--- config.mk ---
export PLATFORM = sky130hd
export DESIGN_NAME = spike_readout
export DESIGN_NICKNAME = d
export VERILOG_FILES = /design/src/rtl/snn_pkg.sv /design/src/rtl/sat_counter.sv /design/src/rtl/spike_readout.sv
export SDC_FILE = /design/constraint.sdc
export NUM_CORES = 1
export LEC_CHECK = 0
export BUFFER_PORTS_ARGS = -buffer_cell sky130_fd_sc_hd__buf_4
export CAP_MARGIN = 20
export CORE_MARGIN = 2
export CORE_UTILIZATION = 60
export DETAILED_ROUTE_END_ITERATION = 16
export GPL_ROUTABILITY_DRIVEN = 0
export PLACE_DENSITY = 0.82
export SLEW_MARGIN = 40
export SYNTH_ARGS = -nofsm -noshare
export SYNTH_HDL_FRONTEND = slang
export SYNTH_SLANG_ARGS = --single-unit
--- constraint.sdc ---
create_clock -name clk_i -period 3.8 [get_ports clk_i]
set_input_delay 0.57 -clock clk_i [delete_from_list [all_inputs] [get_ports clk_i]]
set_output_delay 0.57 -clock clk_i [all_outputs]
set_load 0.02 [all_outputs]
--- src/rtl/snn_pkg.sv ---
// Shared types and defaults for the SNN readout path.
package snn_pkg;

  typedef enum logic [1:0] {
    StIdle,
    StAccum,
    StScan,
    StDone
  } readout_state_t;

  localparam logic [7:0] CLASS_NONE = 8'hFF;

  localparam int unsigned COUNT_W_DEF    = 8;
  localparam int unsigned WINDOW_LEN_DEF = 64;

endpackage

--- src/rtl/sat_counter.sv ---
// Saturating up-counter with synchronous clear and count enable.
module sat_counter #(
  parameter int unsigned Width = 8
) (
  input  logic             clk_i,
  input  logic             rst_ni,
  input  logic             clr_i,
  input  logic             en_i,
  output logic [Width-1:0] count_o
);

  logic [Width-1:0] count_q, count_d;

  // Clear wins over enable; the counter holds once it reaches all-ones.
  always_comb begin
    count_d = count_q;
    if (clr_i) begin
      count_d = '0;
    end else if (en_i && (count_q != '1)) begin
      count_d = count_q + Width'(1);
    end
  end

  always_ff @(posedge clk_i or negedge rst_ni) begin
    if (!rst_ni) begin
      count_q <= '0;
    end else begin
      count_q <= count_d;
    end
  end

  assign count_o = count_q;

endmodule

--- src/rtl/spike_readout.sv ---
// Windowed spike counting per class followed by a sequential arg-max scan.
module spike_readout
  import snn_pkg::*;
#(
  parameter int unsigned NUM_CLASSES = 10,
  parameter int unsigned COUNT_W     = COUNT_W_DEF,
  parameter int unsigned WINDOW_LEN  = WINDOW_LEN_DEF
) (
  input  logic                   clk_i,
  input  logic                   rst_ni,
  input  logic                   start_i,
  input  logic [NUM_CLASSES-1:0] spikes_i,
  output logic                   busy_o,
  output logic                   valid_o,
  output logic [7:0]             class_o,
  output logic [COUNT_W-1:0]     count_o,
  output logic                   tie_o
);

  localparam int unsigned WinW = $clog2(WINDOW_LEN + 1);
  localparam logic [WinW-1:0] WinLast = WinW'(WINDOW_LEN - 1);
  localparam logic [7:0] IdxLast = 8'(NUM_CLASSES - 1);

  readout_state_t state_q;

  logic [WinW-1:0]    win_q;
  logic [7:0]         idx_q;
  logic [7:0]         best_idx_q;
  logic [COUNT_W-1:0] best_cnt_q;
  logic               best_tie_q;

  logic               busy_q;
  logic               valid_q;
  logic [7:0]         class_q;
  logic [COUNT_W-1:0] count_q;
  logic               tie_q;

  logic               cnt_clr;
  logic [COUNT_W-1:0] cnt [NUM_CLASSES];
  logic [COUNT_W-1:0] sel_cnt;

  assign cnt_clr = (state_q == StIdle) && start_i;

  for (genvar i = 0; i < NUM_CLASSES; i++) begin : g_cnt
    sat_counter #(
      .Width(COUNT_W)
    ) u_cnt (
      .clk_i  (clk_i),
      .rst_ni (rst_ni),
      .clr_i  (cnt_clr),
      .en_i   ((state_q == StAccum) && spikes_i[i]),
      .count_o(cnt[i])
    );
  end

  // Scan mux; written as a compare loop so the 8-bit index never truncates.
  always_comb begin
    sel_cnt = '0;
    for (int i = 0; i < NUM_CLASSES; i++) begin
      if (idx_q == 8'(i)) begin
        sel_cnt = cnt[i];
      end
    end
  end

  always_ff @(posedge clk_i or negedge rst_ni) begin
    if (!rst_ni) begin
      state_q    <= StIdle;
      win_q      <= '0;
      idx_q      <= '0;
      best_idx_q <= CLASS_NONE;
      best_cnt_q <= '0;
      best_tie_q <= 1'b0;
      busy_q     <= 1'b0;
      valid_q    <= 1'b0;
      class_q    <= CLASS_NONE;
      count_q    <= '0;
      tie_q      <= 1'b0;
    end else begin
      valid_q <= 1'b0;
      unique case (state_q)
        StIdle: begin
          if (start_i) begin
            state_q    <= StAccum;
            busy_q     <= 1'b1;
            win_q      <= '0;
            idx_q      <= '0;
            best_idx_q <= CLASS_NONE;
            best_cnt_q <= '0;
            best_tie_q <= 1'b0;
          end
        end
        StAccum: begin
          if (win_q == WinLast) begin
            state_q <= StScan;
          end else begin
            win_q <= win_q + WinW'(1);
          end
        end
        StScan: begin
          // Strict compare keeps the lowest index on ties.
          if (sel_cnt > best_cnt_q) begin
            best_idx_q <= idx_q;
            best_cnt_q <= sel_cnt;
            best_tie_q <= 1'b0;
          end else if ((sel_cnt == best_cnt_q) && (best_cnt_q != '0)) begin
            best_tie_q <= 1'b1;
          end
          if (idx_q == IdxLast) begin
            state_q <= StDone;
            busy_q  <= 1'b0;
          end else begin
            idx_q <= idx_q + 8'd1;
          end
        end
        StDone: begin
          class_q <= best_idx_q;
          count_q <= best_cnt_q;
          tie_q   <= best_tie_q;
          valid_q <= 1'b1;
          state_q <= StIdle;
        end
        default: begin
          state_q <= StIdle;
          busy_q  <= 1'b0;
        end
      endcase
    end
  end

  assign busy_o  = busy_q;
  assign valid_o = valid_q;
  assign class_o = class_q;
  assign count_o = count_q;
  assign tie_o   = tie_q;

endmodule

# Word-level counts from Yosys, hierarchy flattened
# Index checks and enable logic that the tools add are counted.
# Widths: inputs -> output; s select.
classes:
  addsub: 12
  magnitude_cmp: 1
  n_eq_ne: 31
  muxes: 53
  n_reduce_logical: 43
op_table:
  columns: ["cell", "n"]
  rows:
  - ["$mux 8", 35]
  - ["$add 8x1->8 const B", 11]
  - ["$ne 8x8->1 const B", 10]
  - ["$pmux 8 s2", 3]
  - ["$eq 8x3->1 const B", 4]
  - ["$reduce_bool 2->1", 12]
  - ["$logic_and 1x1->1", 22]
  - ["$reduce_and 3->1", 6]
  - ["$eq 8x2->1 const B", 2]
  - ["$eq 8x4->1 const B", 2]
  - ["$mux 7", 2]
  - ["$pmux 7 s2", 1]
  - ["$ne 2x2->1 const B", 5]
  - ["$eq 8x1->1 const B", 1]
  - ["$eq 8x8->1", 1]
  - ["$gt 8x8->1", 1]
  - ["$logic_not 8->1", 1]
  - ["$pmux 2 s4", 1]
  - ["$reduce_bool 8->1", 1]
  - ["$add 7x1->7 const B", 1]
  - ["$eq 7x6->1 const B", 1]
  - ["$mux 1", 6]
  - ["$mux 2", 3]
  - ["$eq 2x2->1 const B", 2]
  - ["5 further kinds", 6]
totals:
  register_bits: 133
  input_bits: 13
  out_inout_bits: 19
  word_cells: 161

# Logic depth before layout (Yosys ltp)
# Gate-level depths: netlist of run 1.
depth:
  ltp_word: 16
  mapped_depth: 17

# Cells and area by module
# A second synthesis of run 1 with hierarchy kept.
unflattened:
  hier_cells: 911
  hier_area_um2: 8395.6
by_module_without_submodules:
  columns: ["mod", "instances", "cells_per_inst", "area_each_um2", "seq_area_each_um2"]
  rows:
  - ["sat_counter", 10, 49, 464.2, 200.2]
  - ["spike_readout", 1, 421, 3753.6, 1346.3]

# Worst setup path before layout of run 1
# Ideal clock, no wire load.
synth_timing:
  kind: "register -> register"
  start: "register idx_q[1]"
  end: "register best_cnt_q[0]"
  arrival_ns: 3.320
  slack_ns: 0.358
  stages_incl_launch_ff: 15
  path_buffers: 2
  synth_period_minus_slack_ns: 3.442
  path_cell_list: "dfrtp_1 inv_1 ha_1 clkbuf_1 buf_2 nor3b_1 o31ai_1 o2111ai_1 a21oi_1 ha_1 and3_4 a221o_1 o31ai_4 nor3_1 a32o_1"
synth_between:
  elab_chain_len: 14
  word_cells_on_any_way: 25
synth_rtl:
  columns: ["element", "line", "source"]
  rows:
  - ["from (decl)", "spike_readout.sv:27", "logic [7:0] idx_q;"]
  - ["from (signal assigned)", "spike_readout.sv:113", "idx_q <= idx_q + 8'd1;"]
  - ["$logic_not 8->1", "spike_readout.sv:60", "if (idx_q == 8'(i)) begin"]
  - ["$mux 8 (9 in a row)", "spike_readout.sv:60", null]
  - ["$mux 8 *", "spike_readout.sv:60", null]
  - ["$gt 8x8->1", "spike_readout.sv:102", "if (sel_cnt > best_cnt_q) begin"]
  - ["$ne 2x2->1 (no line)", null, null]
  - ["$reduce_and 3->1 (no line)", null, null]
  - ["to (signal assigned)", "spike_readout.sv:104", "best_cnt_q <= sel_cnt;"]
  - ["to (decl)", "spike_readout.sv:29", "logic [COUNT_W-1:0] best_cnt_q;"]
# Mark *: on every way between the ends. The rest lies on a longest branch, timed or not. The select of a mux whose other input is x is not followed.
# A chain may end at the register's enable or synchronous reset.

# Worst setup path in the final report of run 1
layout_timing:
  start: "register idx_q[0]"
  end: "register best_cnt_q[0]"
# The elaborated chain is that of the path after synthesis.

==> impl_metrics.yaml, run 1 <==
clock_network:
  clk_pin_slew_ns: 0.06
  cts_buffers: 17
  insertion_delay_ns: 0.42
  cts_sinks: 133
  cts_root_buffer: "clkbuf_16"
  cts-htree-levels: 4
  clock_path_buffers: 2
  cts_tree: "done"
  postCtsHoldBufs: 0
critical_path:
  crit_end: "best_cnt_q[0]"
  startpoint_type: "register"
  reg2reg_slack_ns: 0.14
  worstRegToRegCells: 14
  worstPathRequired_ns: 4.11
  rr_endpoint: "best_cnt_q[0]"
  cp_max_fo: 21
  cp_cell_sequence: "inv_1 > ha_2 > buf_12 > nand3b_1 > a221oi_1 > o2111ai_1 > a21oi_2 > ha_1 > and3_4 > a221o_1 > o31ai_4 > nor3_1 > buf_4 > a32o_1"
  critPathLaunch: "idx_q[0]"
  r2r-start: "idx_q[0]"
  cp_data_arrival_time_ns: 3.97
  slowest_delay_ns: 0.46
  criticalPathCategory: "register to register"
  worst_path_max_delay_cell: "dfrtp_2"
  endpoint_kind: "register"
placement:
  place_hpwl_um: 12510
  pre_cts_ws_ns: 0.01365
  place_area_um2: 8089
  port_buffers: 31
  placed_cells: 991
min_path:
  min_path_type: "primary input to asynchronous set/reset pin"
floorplanning:
  fp.dieW_um: 116.8
  coreArea_um2: 12520
  io_pins: 32
  std_cell_rows: 41
  die_area_um2: 13650
  die_y_um: 116.8
  start_util_pct: 61.01
pwr:
  intPower_uw: 3697
  p_clk_share_pct: 28.4
  powerDensity_nw_per_um2: 667.2
  pwr-share-comb_pct: 36.6
  leakagePower_uw: 0.003921
  seqPwrFrac_pct: 35.0
  p_sw_share_pct: 36.83
  power_switching_uw: 2156
  ir_drop_mv: 0.4324
detailed_routing:
  drtPass1Iterations: 6
  first_iter_violations: 646
  drcViolationCount: 0
  wl_um: 17950
  vias: 6301
  routed_via_density: 6.165
  ant_nets: 0
  wl_per_cell_um: 17.56
synthesis:
  netlist-cell-type-count: 65
  postSynthNetCount: 848
  synth_edf_count: 0
  yosysSeqAreaShare_pct: 43.85
  syn_area_um2: 7636
  ys.flop_type: "dfrtp_1"
  async_reset_ff_share_pct: 100.0
  yosys_register_bits: 133
  ys_warn_count: 0
  syn_avg_cell_area_um2: 9.462
  syn_inst: 807
timing:
  slew_headroom_pct: 43.31
  slew_viol_final: 0
  hold_violations: 0
  tns_ns: 0
  hold_slack_ns: 0.1051
  skew_ns: 0.006269
  worst_slew_pin_slew_ns: 0.8415
  setup_viol: 0
  fin_crit_ns: 3.662
  worst_slack_ns: 0.1376
  timing.fmax_mhz: 273.0
  post-route-period-util_pct: 96.38
cells_and_area:
  nFillCells: 928
  seq_area_um2: 3349
  final_area_um2: 8771
  insertedDiodeCount: 0
  final_common_cell: "nor2_1"
  nNetsFinal: 879
  multi_input_comb_area_um2: 4021
  syn2layout_area_growth_pct: 14.86
  final_cell_mix: "nor2_1, dfrtp_1, xnor2_1, buf_4, inv_1"
  fin_cells: 1022
  drive_gt1_share_pct: 16.59
run_status:
  run_status: "complete, no violations"
global_route:
  grt_pass1_vias: 6019
  grt_usage_pct: 27.35
  grt_pass1_wl_um: 28880
  grt_max_degree: 81
  grt.overflow.total: 0
  antenna_found_initial: 0
flow_run:
  maxCapViolations: 0
worst min path at each step:
stage / startpoint / endpoint / cells after the start
finish: rst_ni / g_cnt[3].u_cnt.count_o[6] / 1
detailed placement: best_idx_q[5] / best_idx_q[5] / 2
global placement: best_idx_q[1] / best_idx_q[1] / 2
global route: rst_ni / g_cnt[3].u_cnt.count_o[2] / 1
CTS: rst_ni / g_cnt[3].u_cnt.count_o[2] / 1
floorplan: rst_ni / best_cnt_q[0] / 0
power groups by stage:
stage	Sequential, uW	Clock [uW]	Combinational, uW
6_report	2050	1660	2140
5_1_grt	2080	1740	2350
4_1_cts	2040	1680	2040
3_5_place_dp	2060	0	2020
3_3_place_gp	2040	0	1930
2_1_floorplan	2030	0	1430
synthesized netlist by cell type (4+ instances only):
library cell / number / area share (%)
xor2_1: 15 / 1.7
ha_1: 28 / 4.6
nand2b_1: 8 / 0.66
buf_2: 5 / 0.33
nand2_1: 36 / 1.8
nand3_1: 24 / 1.6
o21ai_0: 17 / 1.1
nor2b_1: 14 / 1.1
a22o_1: 5 / 0.57
o211ai_1: 9 / 0.88
nor3_1: 13 / 0.85
nor2_1: 122 / 6.0
a211oi_1: 9 / 0.88
inv_1: 45 / 2.2
nand4_1: 13 / 1.1
nor3b_1: 8 / 0.79
mux2_2: 19 / 2.8
a221oi_1: 9 / 1.0
dfrtp_1: 117 / 38
and3_1: 28 / 2.3
dfstp_2: 16 / 5.5
a22o_2: 7 / 0.92
o2111a_1: 8 / 1.2
o31ai_1: 4 / 0.39
or3_1: 8 / 0.66
xnor2_1: 60 / 6.9
o2111ai_1: 4 / 0.46
mux2i_1: 11 / 1.4
nor4_1: 11 / 0.90
a31oi_1: 6 / 0.49
clkbuf_1: 29 / 1.4
a21o_1: 5 / 0.49
a21oi_1: 41 / 2.7
nand3b_1: 11 / 1.1
routing by layer:
layer / wire length, um / vias up / track usage, %
met1: 7412 / 3045 / 34.55
met3: 1034 / 72 / 5.407
met4: 664 / 0 / 14.04
met5: 0 / - / 0
met2: 8839 / 276 / 44.93
li1: - / 2908 / -
layout make-up:
type	instances	share of cell area (%)
Clock buffer	22	5.407
Multi-Input combinational cell	589	45.85
Clock inverter	9	1.441
Timing Repair Buffer	51	4.693
Sequential cell	133	38.19
Inverter	46	1.969
Tap cell	172	2.454
critical path, delay by kind of cell, from the launching register on:
| family | cells | cell delay, ns |
|---|---|---|
| AO/OA/AOI/OAI | 6 | 1.66 |
| adder cells (fa/ha/maj) | 2 | 0.54 |
| buffers and inverters | 3 | 0.51 |
| flip-flops | 1 | 0.46 |
| AND/OR/NAND/NOR | 3 | 0.36 |
through the flow:
step	total power (uW)	utilization [%]
floorplan	3465	-
global placement	3969	64.62
detailed placement	4083	64.62
CTS	5763	69.42
global route	6175	70.07
finish	5852	70.07
sequential cells by signal, indices dropped and copies added (netlist names):
register and count:
g_cnt.u_cnt.count_o 80, best_cnt_q 8, best_idx_q 8, class_o 8, count_o 8, idx_q 8, win_q 7, state_q 2
best_tie_q 1, busy_o 1, tie_o 1, valid_o 1
cell families after synthesis:
kind of cell | after synthesis | synth area share (%)
compound gates | 150 | 14.30
xor+xnor | 75 | 8.602
fa+ha+maj | 28 | 4.588
buf+inv | 85 | 4.506
flops | 133 | 43.85
mux | 30 | 4.244
simple gates | 306 | 19.91
repair_timing:
action                                  4_1_cts  5_1_grt
gates resized for setup                       0       16
setup buffers                                 0        0
endpoints found under the hold margin         0        0
endpoints found under the setup margin        0       17
No activity file was read; power rests on OpenSTA's default activity.
==> run 2, diff against run 1 <==
--- a/config.mk
+++ b/config.mk
@@ -7,11 +7,10 @@
 export LEC_CHECK = 0
 export BUFFER_PORTS_ARGS = -buffer_cell sky130_fd_sc_hd__buf_4
 export CAP_MARGIN = 20
-export CORE_MARGIN = 2
 export CORE_UTILIZATION = 60
 export DETAILED_ROUTE_END_ITERATION = 16
 export GPL_ROUTABILITY_DRIVEN = 0
-export PLACE_DENSITY = 0.82
+export PLACE_DENSITY = 0.78
 export SLEW_MARGIN = 40
 export SYNTH_ARGS = -nofsm -noshare
 export SYNTH_HDL_FRONTEND = slang
==> impl_metrics.yaml, run 2 (same netlist as run 1, synthesis figures left out) <==
clock_network:
  cts_tree: "done"
  clock_path_buffers: 2
  cts_buffers: 17
  cts_root_buffer: "clkbuf_16"
  clk_pin_slew_ns: 0.06
  cts-htree-levels: 4
  insertion_delay_ns: 0.42
  cts_sinks: 133
timing:
  skew_ns: 0.008493
  tns_ns: 0
  timing.fmax_mhz: 271.0
  fin_crit_ns: 3.690
  post-route-period-util_pct: 97.10
  hold_violations: 0
  worst_slew_pin_slew_ns: 0.7515
  setup_viol: 0
  slew_headroom_pct: 49.51
  slew_viol_final: 0
cells_and_area:
  nFillCells: 926
  insertedDiodeCount: 0
  drive_gt1_share_pct: 17.23
  final_core_util_pct: 71.88
  final_common_cell: "nor2_1"
  final_cell_mix: "nor2_1, dfrtp_1, xnor2_1, buf_4, inv_1"
  syn2layout_area_growth_pct: 14.94
  largest_register_ffs: 80
  fin_cells: 1027
  nNetsFinal: 887
floorplanning:
  fp.dieW_um: 114.8
  std_cell_rows: 40
  die_y_um: 114.8
  coreArea_um2: 12210
  start_util_pct: 62.53
  die_area_um2: 13180
  io_pins: 32
critical_path:
  slowest_delay_ns: 0.39
  r2r-start: "idx_q[0]"
  crit_buf_inv: 5
  worst_path_max_delay_cell: "dfrtp_1"
  reg2reg_slack_ns: 0.11
  cp_data_arrival_time_ns: 4.02
  worstRegToRegCells: 16
  endpoint_kind: "register"
  rr_endpoint: "best_idx_q[1]"
  startpoint_type: "register"
  cp_common_cell: "buf_4"
  path_delay_family: "compound AO/OA/AOI/OAI gates"
  cp_max_fo: 10
  cp_cell_sequence: "inv_1 > ha_2 > buf_4 > buf_4 > nand3b_1 > a221oi_1 > o2111ai_1 > a21oi_1 > ha_1 > and4_1 > nand3_1 > o31ai_4 > buf_4 > buf_4 > nor4_1 > a21oi_1"
  criticalPathCategory: "register to register"
  worstPathRequired_ns: 4.13
detailed_routing:
  ant_nets: 0
  first_iter_violations: 651
  drcViolationCount: 0
  vias: 6208
  wl_um: 18150
  wl_per_cell_um: 17.67
  drtPass1Iterations: 5
  routed_via_density: 6.045
global_route:
  grt_use_met3_pct: 6.062
  met2_usage_pct: 45.62
  grt.overflow.total: 0
  grt_pass1_vias: 6079
  antenna_found_initial: 0
  grt_pass1_wl_um: 30060
  grt_max_degree: 71
  grtUsageMet1_pct: 41.70
  top_usage_layer: "met2"
  grt_usage_pct: 29.44
placement:
  placed_cells: 993
  port_buffers: 31
  place_hpwl_um: 12740
pwr:
  ir_drop_mv: 0.4326
  powerDensity_nw_per_um2: 675.5
  leakagePower_uw: 0.003931
flow_run:
  maxCapViolations: 0
min_path:
  min_path_type: "primary input to asynchronous set/reset pin"
run_status:
  run_status: "complete, no violations"
[run 2: cell type report]
cell class	instances	area [um2]	area share, %
clock inverter	11	126.4	1.440
clock buffer	21	460.4	5.246
tap	168	210.2	2.395
sequential	133	3348	38.15
multi-input combinational	589	3988	45.43
timing repair buffer	59	471.7	5.374
inverter	46	172.7	1.967
[run 2: worst max path at each step]
| stage | cells past startpoint | to | start | slack [ns] |
|---|---|---|---|---|
| 2_1_floorplan | 14 | best_cnt_q[0] | idx_q[1] | 0.36 |
| 3_3_place_gp | 13 | best_cnt_q[7] | idx_q[0] | 0.16 |
| 3_5_place_dp | 14 | best_cnt_q[0] | idx_q[1] | 0.10 |
| 4_1_cts | 15 | best_cnt_q[0] | idx_q[0] | 0.07 |
| 5_1_grt | 15 | best_cnt_q[0] | idx_q[0] | -0.02 |
| 6_report | 16 | best_idx_q[1] | idx_q[0] | 0.11 |
[run 2: where the power goes]
part	leakage (uW)	internal (uW)	switching [uW]	total, uW
clock network	0.000276	1000	610	1610
logic	0.00188	955	1300	2260
registers	0.00177	1750	312	2060
total	0.00393	3710	2220	5930
[run 2: routing by layer]
metal  routed length (um)  share of wire [%]
met3                 1090                6.0
met5                    0                  0
met2                 8338                 46
met4                  269                1.5
met1                 8448                 47
[run 2: metrics by stage]
| step | hold WS (ns) | total power, uW | setup slack (ns) | instance area (um2) |
|---|---|---|---|---|
| after global routing | 0.1752 | 6267 | -0.01773 | 8777 |
| after global placement | 0.4516 | 4039 | 0.1648 | 8129 |
| final | 0.1202 | 5929 | 0.1100 | 8777 |
| after floorplan | 0.2744 | 3465 | 0.3581 | 7636 |
| after CTS | 0.2696 | 5788 | 0.07283 | 8716 |
| after detailed placement | 0.4537 | 4150 | 0.1026 | 8129 |
[run 2: timing repair]
item	CTS	global route
hold buffers	0	0
endpoints found under the setup margin	0	17
resized for setup	0	10
setup buffers	0	2
==> run 3, diff against run 2 <==
--- a/config.mk
+++ b/config.mk
@@ -11,6 +11,7 @@
 export DETAILED_ROUTE_END_ITERATION = 16
 export GPL_ROUTABILITY_DRIVEN = 0
 export PLACE_DENSITY = 0.78
+export RECOVER_POWER = 100
 export SLEW_MARGIN = 40
 export SYNTH_ARGS = -nofsm -noshare
 export SYNTH_HDL_FRONTEND = slang
==> impl_metrics.yaml, run 3 (same netlist as run 1, synthesis figures left out) <==
run_status:
  run_status: "finished, violations left"
  violations: "capacitance limit, slew limit"
min_path:
  min_path_type: "register to register"
floorplanning:
  die_y_um: 114.8
  coreArea_um2: 12210
  std_cell_rows: 40
  fp.dieW_um: 114.8
  io_pins: 32
  start_util_pct: 62.53
  die_area_um2: 13180
timing:
  skew_ns: 0.007409
  hold_slack_ns: 0.4605
  fin_crit_ns: 3.722
  timing.fmax_mhz: 268.6
  tns_ns: 0
  post-route-period-util_pct: 97.96
  slew_viol_final: 75
  worst_slew_pin_slew_ns: 2.878
  setup_viol: 0
  slew_headroom_pct: -91.86
  hold_violations: 0
cells_and_area:
  final_cell_mix: "nor2_1, dfrtp_1, xnor2_1, inv_1, a21oi_1"
  syn2layout_area_growth_pct: 13.75
  largest_register_ffs: 80
  final_core_util_pct: 71.13
  insertedDiodeCount: 0
  nFillCells: 955
  nNetsFinal: 887
  drive_gt1_share_pct: 14.32
  final_common_cell: "nor2_1"
critical_path:
  cp_data_arrival_time_ns: 4.06
  endpoint_kind: "register"
  cp_max_fo: 22
  startpoint_type: "register"
  criticalPathCategory: "register to register"
  worstPathRequired_ns: 4.13
placement:
  place_hpwl_um: 12740
  port_buffers: 31
pwr:
  leakagePower_uw: 0.003854
  ir_drop_mv: 0.4332
  power_uw: 5858
  powerDensity_nw_per_um2: 674.4
detailed_routing:
  first_iter_violations: 763
  routed_via_density: 6.063
  vias: 6227
  wl_um: 18040
  wl_per_cell_um: 17.56
  drcViolationCount: 0
  ant_nets: 0
  drtPass1Iterations: 6
global_route:
  grt.overflow.total: 0
  grt_max_degree: 71
  antenna_found_initial: 0
  grt_pass1_wl_um: 30060
  grt_pass1_vias: 6079
  grt_usage_pct: 29.44
flow_run:
  maxCapViolations: 2
clock_network:
  clk_pin_slew_ns: 0.06
  clock_path_buffers: 2
  cts_sinks: 133
  cts_root_buffer: "clkbuf_16"
  insertion_delay_ns: 0.42
  cts_buffers: 17
  cts-htree-levels: 4
  cts_tree: "done"
## run 3: changes by cell type in the layout (fill, tap and decap cells not counted), sizes merged
cell         change
clkbuf          +21
buf             -22
dlygate4sd2      +1
## run 3: power breakdown
part	leakage, uW	internal, uW	switching (uW)
Combinational	0.00181	900	1290
Sequential	0.00177	1750	306
Clock	0.000276	1000	608
## run 3: metal layers
metal | vias up | track usage (%) | wire length, um | part of all wire [%]
met3 | 36 | 6.062 | 1065 | 5.9
met5 | - | 0 | 0 | 0
met2 | 233 | 45.62 | 8387 | 47
met4 | 0 | 9.524 | 288 | 1.6
li1 | 2932 | - | - | -
met1 | 3026 | 41.70 | 8294 | 46
## run 3: cell type report
type                       instances  area [um2]  area share (%)
multi-input combinational        589        3978           45.79
sequential                       133        3348           38.55
clock buffer                      21       460.4           5.301
timing repair buffer              59       390.4           4.494
tap                              168       210.2           2.420
inverter                          46       172.7           1.988
clock inverter                    11       126.4           1.455
## run 3: path summary, 6_finish.rpt
path	start	endpoint	slack (ns)	cells after the start
worst max-delay path	idx_q[0]	best_idx_q[1]	0.08	15
max in group asynchronous	rst_ni	win_q[0]	0.91	1
worst min-delay path	best_idx_q[1]	best_idx_q[1]	0.46	2
min in group asynchronous	rst_ni	g_cnt[2].u_cnt.count_o[5]	1.23	1
worst max register to register	idx_q[0]	best_idx_q[1]	0.08	15
worst min register to register	best_idx_q[1]	best_idx_q[1]	0.46	2
## run 3: timing repair
action                                  CTS  global route
hold buffers                              0             0
buffers inserted                          0             2
endpoints found under the setup margin    0            17
resized for setup                         0            10
## run 3: worst max-delay path, stage by stage, from the launching register on
cell and delay (ns):
dfrtp_1 0.39, buf_4 0.16, ha_1 0.35, buf_12 0.22, or3_1 0.32, a221oi_1 0.29
o22ai_1 0.16, a21oi_2 0.24, ha_1 0.27, and4_1 0.26, nand3_1 0.18, o31ai_4 0.13
buf_4 0.15, buf_4 0.13, nor4_1 0.30, a21oi_1 0.08
## run 3: per-stage QoR
stage	setup slack (ns)	area, um2	instances
finish	0.07767	8686	1027
CTS	0.07283	8716	1025
global placement	0.1648	8129	993
global route	-0.01773	8686	1027
detailed placement	0.1026	8129	993
floorplan	0.3581	7636	807
